==> src/rtl/match_log_pkg.sv <==
// match_log_pkg: shared state encoding and default sizes for the match gap logger.
`default_nettype none

package match_log_pkg;

    typedef enum logic [0:0] {
        IDLE  = 1'b0,
        ARMED = 1'b1
    } mlog_state_t;

    localparam int GAP_W_DEF = 16;
    localparam int CNT_W_DEF = 16;
    localparam int DEPTH_DEF = 4;

endpackage

`default_nettype wire

==> src/rtl/sync_fifo_vr.sv <==
// sync_fifo_vr: small synchronous FIFO with a valid/ready style head output.
`default_nettype none

module sync_fifo_vr #(
    parameter int WIDTH = 16,
    parameter int DEPTH = 4
) (
    input  logic                       clk,
    input  logic                       reset,
    input  logic                       push,
    input  logic [WIDTH-1:0]           push_data,
    input  logic                       pop,
    output logic [WIDTH-1:0]           head_data,
    output logic [$clog2(DEPTH+1)-1:0] level,
    output logic                       full,
    output logic                       empty
);

    localparam int AW = $clog2(DEPTH);
    localparam int PW = AW + 1;

    logic [WIDTH-1:0] mem [DEPTH];
    logic [PW-1:0]    wr_ptr;
    logic [PW-1:0]    rd_ptr;
    logic             do_push;
    logic             do_pop;

    // The extra pointer MSB separates full (MSBs differ) from empty (all equal).
    assign empty = (wr_ptr == rd_ptr);
    assign full  = (wr_ptr[AW] != rd_ptr[AW]) && (wr_ptr[AW-1:0] == rd_ptr[AW-1:0]);

    // A pop in the same cycle frees the slot, so a push into a full FIFO still lands.
    assign do_pop  = pop & ~empty;
    assign do_push = push & (~full | do_pop);

    assign level     = wr_ptr - rd_ptr;
    assign head_data = empty ? '0 : mem[rd_ptr[AW-1:0]];

    always_ff @(posedge clk) begin
        if (!reset) begin
            wr_ptr <= '0;
            rd_ptr <= '0;
        end else begin
            if (do_push) wr_ptr <= wr_ptr + 1'b1;
            if (do_pop)  rd_ptr <= rd_ptr + 1'b1;
        end
    end

    always_ff @(posedge clk) begin
        if (do_push) mem[wr_ptr[AW-1:0]] <= push_data;
    end

endmodule

`default_nettype wire

==> src/rtl/match_gap_logger.sv <==
// match_gap_logger: counts detector match pulses and queues inter-match gaps for a reader.
`default_nettype none

module match_gap_logger
    import match_log_pkg::*;
#(
    parameter int GAP_W = GAP_W_DEF,
    parameter int CNT_W = CNT_W_DEF,
    parameter int DEPTH = DEPTH_DEF
) (
    input  logic                       clk,
    input  logic                       reset,
    input  logic                       enable,
    input  logic                       match_in,
    input  logic                       clear_ovf,
    output logic                       gap_valid,
    input  logic                       gap_ready,
    output logic [GAP_W-1:0]           gap_data,
    output logic [CNT_W-1:0]           match_count,
    output logic [$clog2(DEPTH+1)-1:0] fifo_level,
    output logic                       overflow
);

    mlog_state_t      state;
    logic [GAP_W-1:0] timer;
    logic [CNT_W-1:0] count;
    logic             match_prev;
    logic             evt;
    logic             push;
    logic             pop;
    logic             full;
    logic             empty;

    assign evt         = enable & match_in & ~match_prev;
    assign push        = evt & (state == ARMED);
    assign pop         = gap_valid & gap_ready;
    assign gap_valid   = ~empty;
    assign match_count = count;

    always_ff @(posedge clk) begin
        if (!reset) begin
            state      <= IDLE;
            timer      <= '0;
            count      <= '0;
            match_prev <= 1'b0;
            overflow   <= 1'b0;
        end else begin
            match_prev <= match_in;

            // Setting takes priority over a coincident clear.
            if (push & full & ~pop)
                overflow <= 1'b1;
            else if (clear_ovf)
                overflow <= 1'b0;

            if (!enable) begin
                state <= IDLE;
            end else if (evt) begin
                state <= ARMED;
                timer <= GAP_W'(1);
                if (count != '1) count <= count + 1'b1;
            end else if (state == ARMED && timer != '1) begin
                timer <= timer + 1'b1;
            end
        end
    end

    sync_fifo_vr #(
        .WIDTH (GAP_W),
        .DEPTH (DEPTH)
    ) u_fifo (
        .clk       (clk),
        .reset     (reset),
        .push      (push),
        .push_data (timer),
        .pop       (pop),
        .head_data (gap_data),
        .level     (fifo_level),
        .full      (full),
        .empty     (empty)
    );

endmodule

`default_nettype wire

==> config.mk <==
export PLATFORM = sky130hd
export DESIGN_NAME = match_gap_logger
export DESIGN_NICKNAME = d
export VERILOG_FILES = /design/src/rtl/match_log_pkg.sv /design/src/rtl/sync_fifo_vr.sv /design/src/rtl/match_gap_logger.sv
export SDC_FILE = /design/constraint.sdc
export NUM_CORES = 1
export LEC_CHECK = 0
export CORE_MARGIN = 2
export CORE_UTILIZATION = 30
export DETAILED_ROUTE_END_ITERATION = 7
export GPL_TIMING_DRIVEN = 0
export PLACE_DENSITY = 0.54
export SLEW_MARGIN = 5
export SYNTH_ARGS = -nofsm -noshare
export SYNTH_HDL_FRONTEND = slang
export SYNTH_SLANG_ARGS = --single-unit
==> constraint.sdc <==
create_clock -name clk -period 4.95 [get_ports clk]
set_input_delay 0.99 -clock clk [delete_from_list [all_inputs] [get_ports clk]]
set_output_delay 0.99 -clock clk [all_outputs]
set_load 0.01 [all_outputs]
==> results of run 1 <==
-- per-layer routing --
metal | track usage | wire length (um)
met1 | 0.174 | 4970
met2 | 0.209 | 4960
met3 | 0.0309 | 427
met4 | 0.0438 | 129
met5 | 0 | 0
-- worst reg2reg max path, stage by stage (launching register included) --
cell,delay [ns]
dfxtp_1,0.32
and3b_1,0.20
clkbuf_1,0.29
clkbuf_1,0.49
nand2_1,0.10
nor2_1,0.15
and2_1,0.73
-- layout by cell type (no fill, tap or decap), types with 3 or more instances in the layout --
cell type / instances
dfxtp_1: 43
o31ai_1: 4
mux2i_1: 15
nand3b_1: 5
buf_2: 6
or4_1: 8
o22ai_1: 4
edfxtp_1: 64
o41ai_1: 3
nor2b_1: 17
nand3_1: 11
nor3_1: 3
nand2_1: 34
nand4_1: 6
a211oi_1: 8
xor2_1: 3
inv_6: 4
mux4_2: 16
clkdlybuf4s50_1: 42
xnor2_1: 4
inv_1: 14
clkbuf_16: 9
o2111ai_1: 3
clkbuf_1: 13
a221oi_1: 3
and4_1: 4
and3_1: 4
nor2_1: 17
nor4_1: 4
a21oi_1: 13
or3_1: 5
nand2b_1: 9
ha_1: 9
and2_1: 6
-- state kept, by name, indices dropped and copies added (netlist names), named ones only --
register,count
match_count,16
match_prev,1
overflow,1
state,1
timer,16
u_fifo.mem,64
u_fifo.rd_ptr,3
u_fifo.wr_ptr,3
-- report_power, final --
group	internal, W	total [W]	switching (W)
sequential	0.000939	0.000943	0.00000453
clock	0.000363	0.000688	0.000326
combinational	0.0000374	0.0000828	0.0000454
-- cell families (layout without fill, tap and decap cells) --
kind of cell / Yosys count / after routing / synth area share
AOI/OAI and AO/OA: 57 / 57 / 0.0869
and+or+nand+nor: 140 / 140 / 0.161
DFF: 107 / 107 / 0.577
muxes: 31 / 31 / 0.106
buffers and inverters: 35 / 93 / 0.0291
xor gates and xnor gates: 7 / 7 / 0.0127
adders and majority gates: 10 / 10 / 0.0275
-- final cells by class --
cell class | count | area, um2 | area share
Sequential cell | 107 | 2780 | 0.480
Timing Repair Buffer | 42 | 420 | 0.0725
Tap cell | 216 | 270 | 0.0466
Clock buffer | 11 | 243 | 0.0419
Multi-Input combinational cell | 245 | 1900 | 0.328
Buffer | 21 | 87.6 | 0.0151
Inverter | 14 | 52.6 | 0.00906
Clock inverter | 5 | 42.5 | 0.00734
-- final timing paths --
| path | startpoint | end | slack (ns) | cells after the start |
|---|---|---|---|---|
| min reg2reg | match_count[10]$_SDFFE_PN0P_ | match_count[10]$_SDFFE_PN0P_ | 0.49 | 2 |
| max reg2reg | match_prev$_SDFF_PN0_ | u_fifo.mem[1][1]$_DFFE_PP_ | 2.30 | 6 |
| max | u_fifo.wr_ptr[0]$_SDFFE_PN0P_ | gap_data[11] | 1.13 | 7 |
| min | match_count[10]$_SDFFE_PN0P_ | match_count[10]$_SDFFE_PN0P_ | 0.49 | 2 |
-- metrics by stage --
stage               hold slack (ns)  instances  instance area, um2  worst slack, ns   util
CTS                           0.499        661                5800            0.965  0.366
floorplan                     0.488        387                4820             2.33      -
detailed placement            0.488        645                5510            0.949  0.348
finish                        0.494        661                5800             1.13  0.366
global route                  0.520        661                5800            0.828  0.366
global placement              0.477        645                5510            0.929  0.348
==> impl_metrics.ini, run 1 <==
[die]
core_mm2 = 0.0158
fp.dieH_um = 131
die_area_mm2 = 0.0171
start_util = 0.305
die_w_um = 131
io_pins = 43
std_cell_rows = 46

[global_routing]
grt_pass1_wl_mm = 16.8
grt_max_degree = 19
grt_use_total = 0.130
grt_overflow = 0
grt_pass1_vias = 3189
antenna_found_initial = 0

[synth]
yosysTopAreaCellShare = 0.398
yosysTopAreaCell = edfxtp_1
syn_inst = 387
synth_most_common_cell = edfxtp_1
yosysWarnings = 0
synthTopCellsByCount = 64 x edfxtp_1, 43 x dfxtp_1, 34 x nand2_1
synth_seq_cells = 107
synthDistinctLibCells = 55
synth_ff_type = edfxtp_1
avgSynthCellArea_um2 = 12.5
synthesis.nets = 403
netlist_area_mm2 = 0.00482
synth_area_leaders = edfxtp_1 40%, dfxtp_1 18%, mux4_2 7.5%
synth-seq-area-share = 0.577
synth_edf_count = 64
async_flop_share = 0

[worst_setup_path]
path_cells = inv_1 -> ha_1 -> nand2_1 -> nor2_1 -> clkbuf_1 -> nor2b_1 -> clkdlybuf4s50_1
worstSetupPathType = flop to output port
critPathMaxStageDelay_ns = 0.63
crit_arrival_ns = 2.83
cp-start-kind = flop
cp_top_family = buffers and inverters
cp-end-kind = output port
cp_slowest_cell = nor2_1
worstPathRequired_ns = 3.96
path_buf_inv = 3
cp_max_fo = 10

[clock_tree]
cts_setup_buffers = 0
path_clk_slew_ns = 0.07
cts_buffers = 9
clock-root-buffer = clkbuf_16
cts_max_path_buffers = 2
holdBufCountCts = 0
h-tree-depth = 3
clkSinkCount = 107
cts_tree = yes
clkLatencyLatePin_ns = 0.35
cts_resized = 0

[routing]
vias_per_cell = 4.95
wl_per_cell_um = 15.9
drtIter0Drc = 219
finalWirelength_mm = 10.5
drc_errors = 0
vias = 3274
firstDrtPassIters = 4
postRouteAntennaNets = 0

[placement]
io_buffer_count = 42
dp_hpwl_mm = 7.07
place_congestion = 0.769

[sta]
tns_ns = 0
fin_crit_sh = 0.772
finalSetupViolCount = 0
fmax_mhz = 262
max-slew-margin-rel = 0.395
skew_ns = 0.00429
rsz0062_at_grt = no
finalHoldViolations = 0
final_max_slew_viol_count = 0
tightest_slew_ns = 0.908
min_period_ns = 3.82

[power_and_ir_drop]
finalPower_w = 0.00171
ir_drop_uv = 138
power_density_mw_per_mm2 = 296
power_leakage_nw = 1.89

[status]
status = complete, no violations

[min_path]
hp-class = flop to flop

[finish]
nFillCells = 1546
drive_above_1_share = 0.0944
nNetsFinal = 456
n_antenna_cell = 0
syn_to_final_growth_pct = 20.2

[run]
drv_cap = 0
Note: power is estimated with default switching activity, not from simulation.
==> run 2: changes to the inputs <==
--- a/config.mk
+++ b/config.mk
@@ -9,7 +9,7 @@
 export CORE_UTILIZATION = 30
 export DETAILED_ROUTE_END_ITERATION = 7
 export GPL_TIMING_DRIVEN = 0
-export PLACE_DENSITY = 0.54
+export PLACE_DENSITY = 0.56
 export SLEW_MARGIN = 5
 export SYNTH_ARGS = -nofsm -noshare
 export SYNTH_HDL_FRONTEND = slang
==> constraint.sdc (replaced) <==
create_clock -name clk -period 3.35 [get_ports clk]
set_input_delay 0.67 -clock clk [delete_from_list [all_inputs] [get_ports clk]]
set_output_delay 0.67 -clock clk [all_outputs]
set_load 0.01 [all_outputs]
==> run 2 against run 1 <==
Effect of this change:
- combinational power rose by 50%
- wire length rose by 2.5%
- sequential power rose by 47%
- via count rose by 0.27%
- cell area fell by 0.11%
- clock skew rose by 0.0018 ns
- critical path depth fell by 2
- register-to-register slack got worse by 1.4 ns
- die area did not move
- total power rose by 45%
- final cell count did not move
- largest cell class unchanged
==> impl_metrics.ini, run 2 (synthesized netlist as in run 1, its figures left out) <==
[die]
core_mm2 = 0.0158
io_pins = 43
std_cell_rows = 46
die_area_mm2 = 0.0171
fp.dieH_um = 131
die_w_um = 131
start_util = 0.305

[clock_tree]
clock-root-buffer = clkbuf_16
h-tree-depth = 3
clkLatencyLatePin_ns = 0.34
cts_max_path_buffers = 2
clkSinkCount = 107
cts_tree = yes
cts_setup_buffers = 0
cts_buffers = 9
path_clk_slew_ns = 0.07

[finish]
syn_to_final_growth_pct = 20.1
drive_above_1_share = 0.103
final_common_cell = edfxtp_1
nNetsFinal = 456
seqCellArea_mm2 = 0.00278
multiInputGateArea_mm2 = 0.00191
layout_common_cells = 64 x edfxtp_1, 43 x dfxtp_1, 42 x clkdlybuf4s50_1
fin_area_mm2 = 0.00579
final_cell_count_no_fill = 661
largest_register_ffs = 64
n_antenna_cell = 0
nFillCells = 1518

[global_routing]
use_met2 = 0.228
grt_max_degree = 18
met3_usage = 0.0375
grt_overflow = 0
grt_use_total = 0.136
grt_pass1_vias = 3389
busiest_layer = met2
grt_util_met1 = 0.175
grt_pass1_wl_mm = 18.0
antenna_found_initial = 0

[worst_setup_path]
cp-start-kind = flop
cp_max_fo = 10
path_buf_inv = 3
path_cells = buf_2 -> buf_2 -> mux4_2 -> nor2b_1 -> clkdlybuf4s50_1
rr_startpoint = match_prev$_SDFF_PN0_
cp_top_family = buffers and inverters
cp_num_cells = 5
ff2ff_path_depth = 6
critPathMaxStageDelay_ns = 0.57
worstSetupPathType = flop to output port
cpMostUsedCell = buf_2
cp-end-kind = output port
cp_slowest_cell = mux4_2
crit_arrival_ns = 2.48
worstPathRequired_ns = 2.68
worstSetupEndpoint = gap_data[12]
regToRegSetupSlack_ns = 0.86
r2r-end = u_fifo.mem[0][3]$_DFFE_PP_

[sta]
fmax_mhz = 317
fin_crit_sh = 0.941
finalSetupViolCount = 0
whs_ns = 0.498
finalHoldViolations = 0
rsz0062_at_grt = no
tightest_slew_ns = 0.946
layout_setup_ws_ns = 0.196
max-slew-margin-rel = 0.369
final_max_slew_viol_count = 0
skew_ns = 0.00605
min_period_ns = 3.15

[min_path]
hp-class = flop to flop

[placement]
place_congestion = 0.807
io_buffer_count = 42
preCtsSetupSlack_ns = -0.475
dp_hpwl_mm = 7.21
place_area_mm2 = 0.00551
post-place-cells = 645

[power_and_ir_drop]
power_density_mw_per_mm2 = 428
ir_drop_uv = 252
power_leakage_nw = 1.88

[routing]
wl_per_cell_um = 16.3
vias = 3283
drc_errors = 0
postRouteAntennaNets = 0
finalWirelength_mm = 10.8
vias_per_cell = 4.97
firstDrtPassIters = 4
drtIter0Drc = 283

[run]
drv_cap = 0

[status]
status = complete, no violations
-- run 2: where the power goes --
group          total [W]  internal (W)  switching [W]
Clock           0.000960      0.000507       0.000453
Sequential       0.00139       0.00139     0.00000670
Combinational   0.000124     0.0000557      0.0000681
Total            0.00248       0.00195       0.000528
-- run 2: metal layers --
metal | vias to the layer above | wire length, um
met4 | 0 | 46
li1 | 1584 | -
met2 | 76 | 5150
met5 | - | 0
met1 | 1619 | 5180
met3 | 4 | 369
-- run 2: worst min path at each step --
| stage | from | end | slack [ns] | cells after the start |
|---|---|---|---|---|
| after detailed placement | match_count[10]$_SDFFE_PN0P_ | match_count[10]$_SDFFE_PN0P_ | 0.49 | 2 |
| after global placement | match_count[10]$_SDFFE_PN0P_ | match_count[10]$_SDFFE_PN0P_ | 0.48 | 2 |
| after floorplan | timer[7]$_SDFFE_PN0P_ | u_fifo.mem[0][7]$_DFFE_PP_ | 0.49 | 0 |
| after CTS | match_count[10]$_SDFFE_PN0P_ | match_count[10]$_SDFFE_PN0P_ | 0.50 | 2 |
| after global routing | match_count[10]$_SDFFE_PN0P_ | match_count[10]$_SDFFE_PN0P_ | 0.53 | 2 |
| final | match_count[10]$_SDFFE_PN0P_ | match_count[10]$_SDFFE_PN0P_ | 0.50 | 2 |
-- run 2: cell type report --
| class | count | share of cell area |
|---|---|---|
| flip-flops and latches | 107 | 0.480 |
| well taps | 216 | 0.0467 |
| multi-input cells | 245 | 0.330 |
| clock buffers | 12 | 0.0408 |
| repair buffers | 42 | 0.0726 |
| plain buffers | 21 | 0.0156 |
| clock inverters | 4 | 0.00497 |
| inverters | 14 | 0.00907 |
-- run 2: stage by stage --
step | util | TNS [ns] | power [W]
6_report | 0.366 | 0 | 0.00248
5_1_grt | 0.366 | 0 | 0.00258
4_1_cts | 0.366 | 0 | 0.00251
3_5_place_dp | 0.348 | -21.32 | 0.00155
3_3_place_gp | 0.348 | -16.59 | 0.00155
2_1_floorplan | - | 0 | 0.00149
-- run 2: repair_timing --
item                                    4_1_cts  5_1_grt
hold buffers                                  0        0
endpoints found under the setup margin       59       10
hold endpoints to repair                      0        0
resized for setup                             6        2
-- run 2: worst register-to-register path: cells and delay by family (launching register included) --
kind / cells / cell delay, ns
AND/OR/NAND/NOR: 4 / 0.94
buffers and inverters: 2 / 0.88
flip-flops: 1 / 0.32
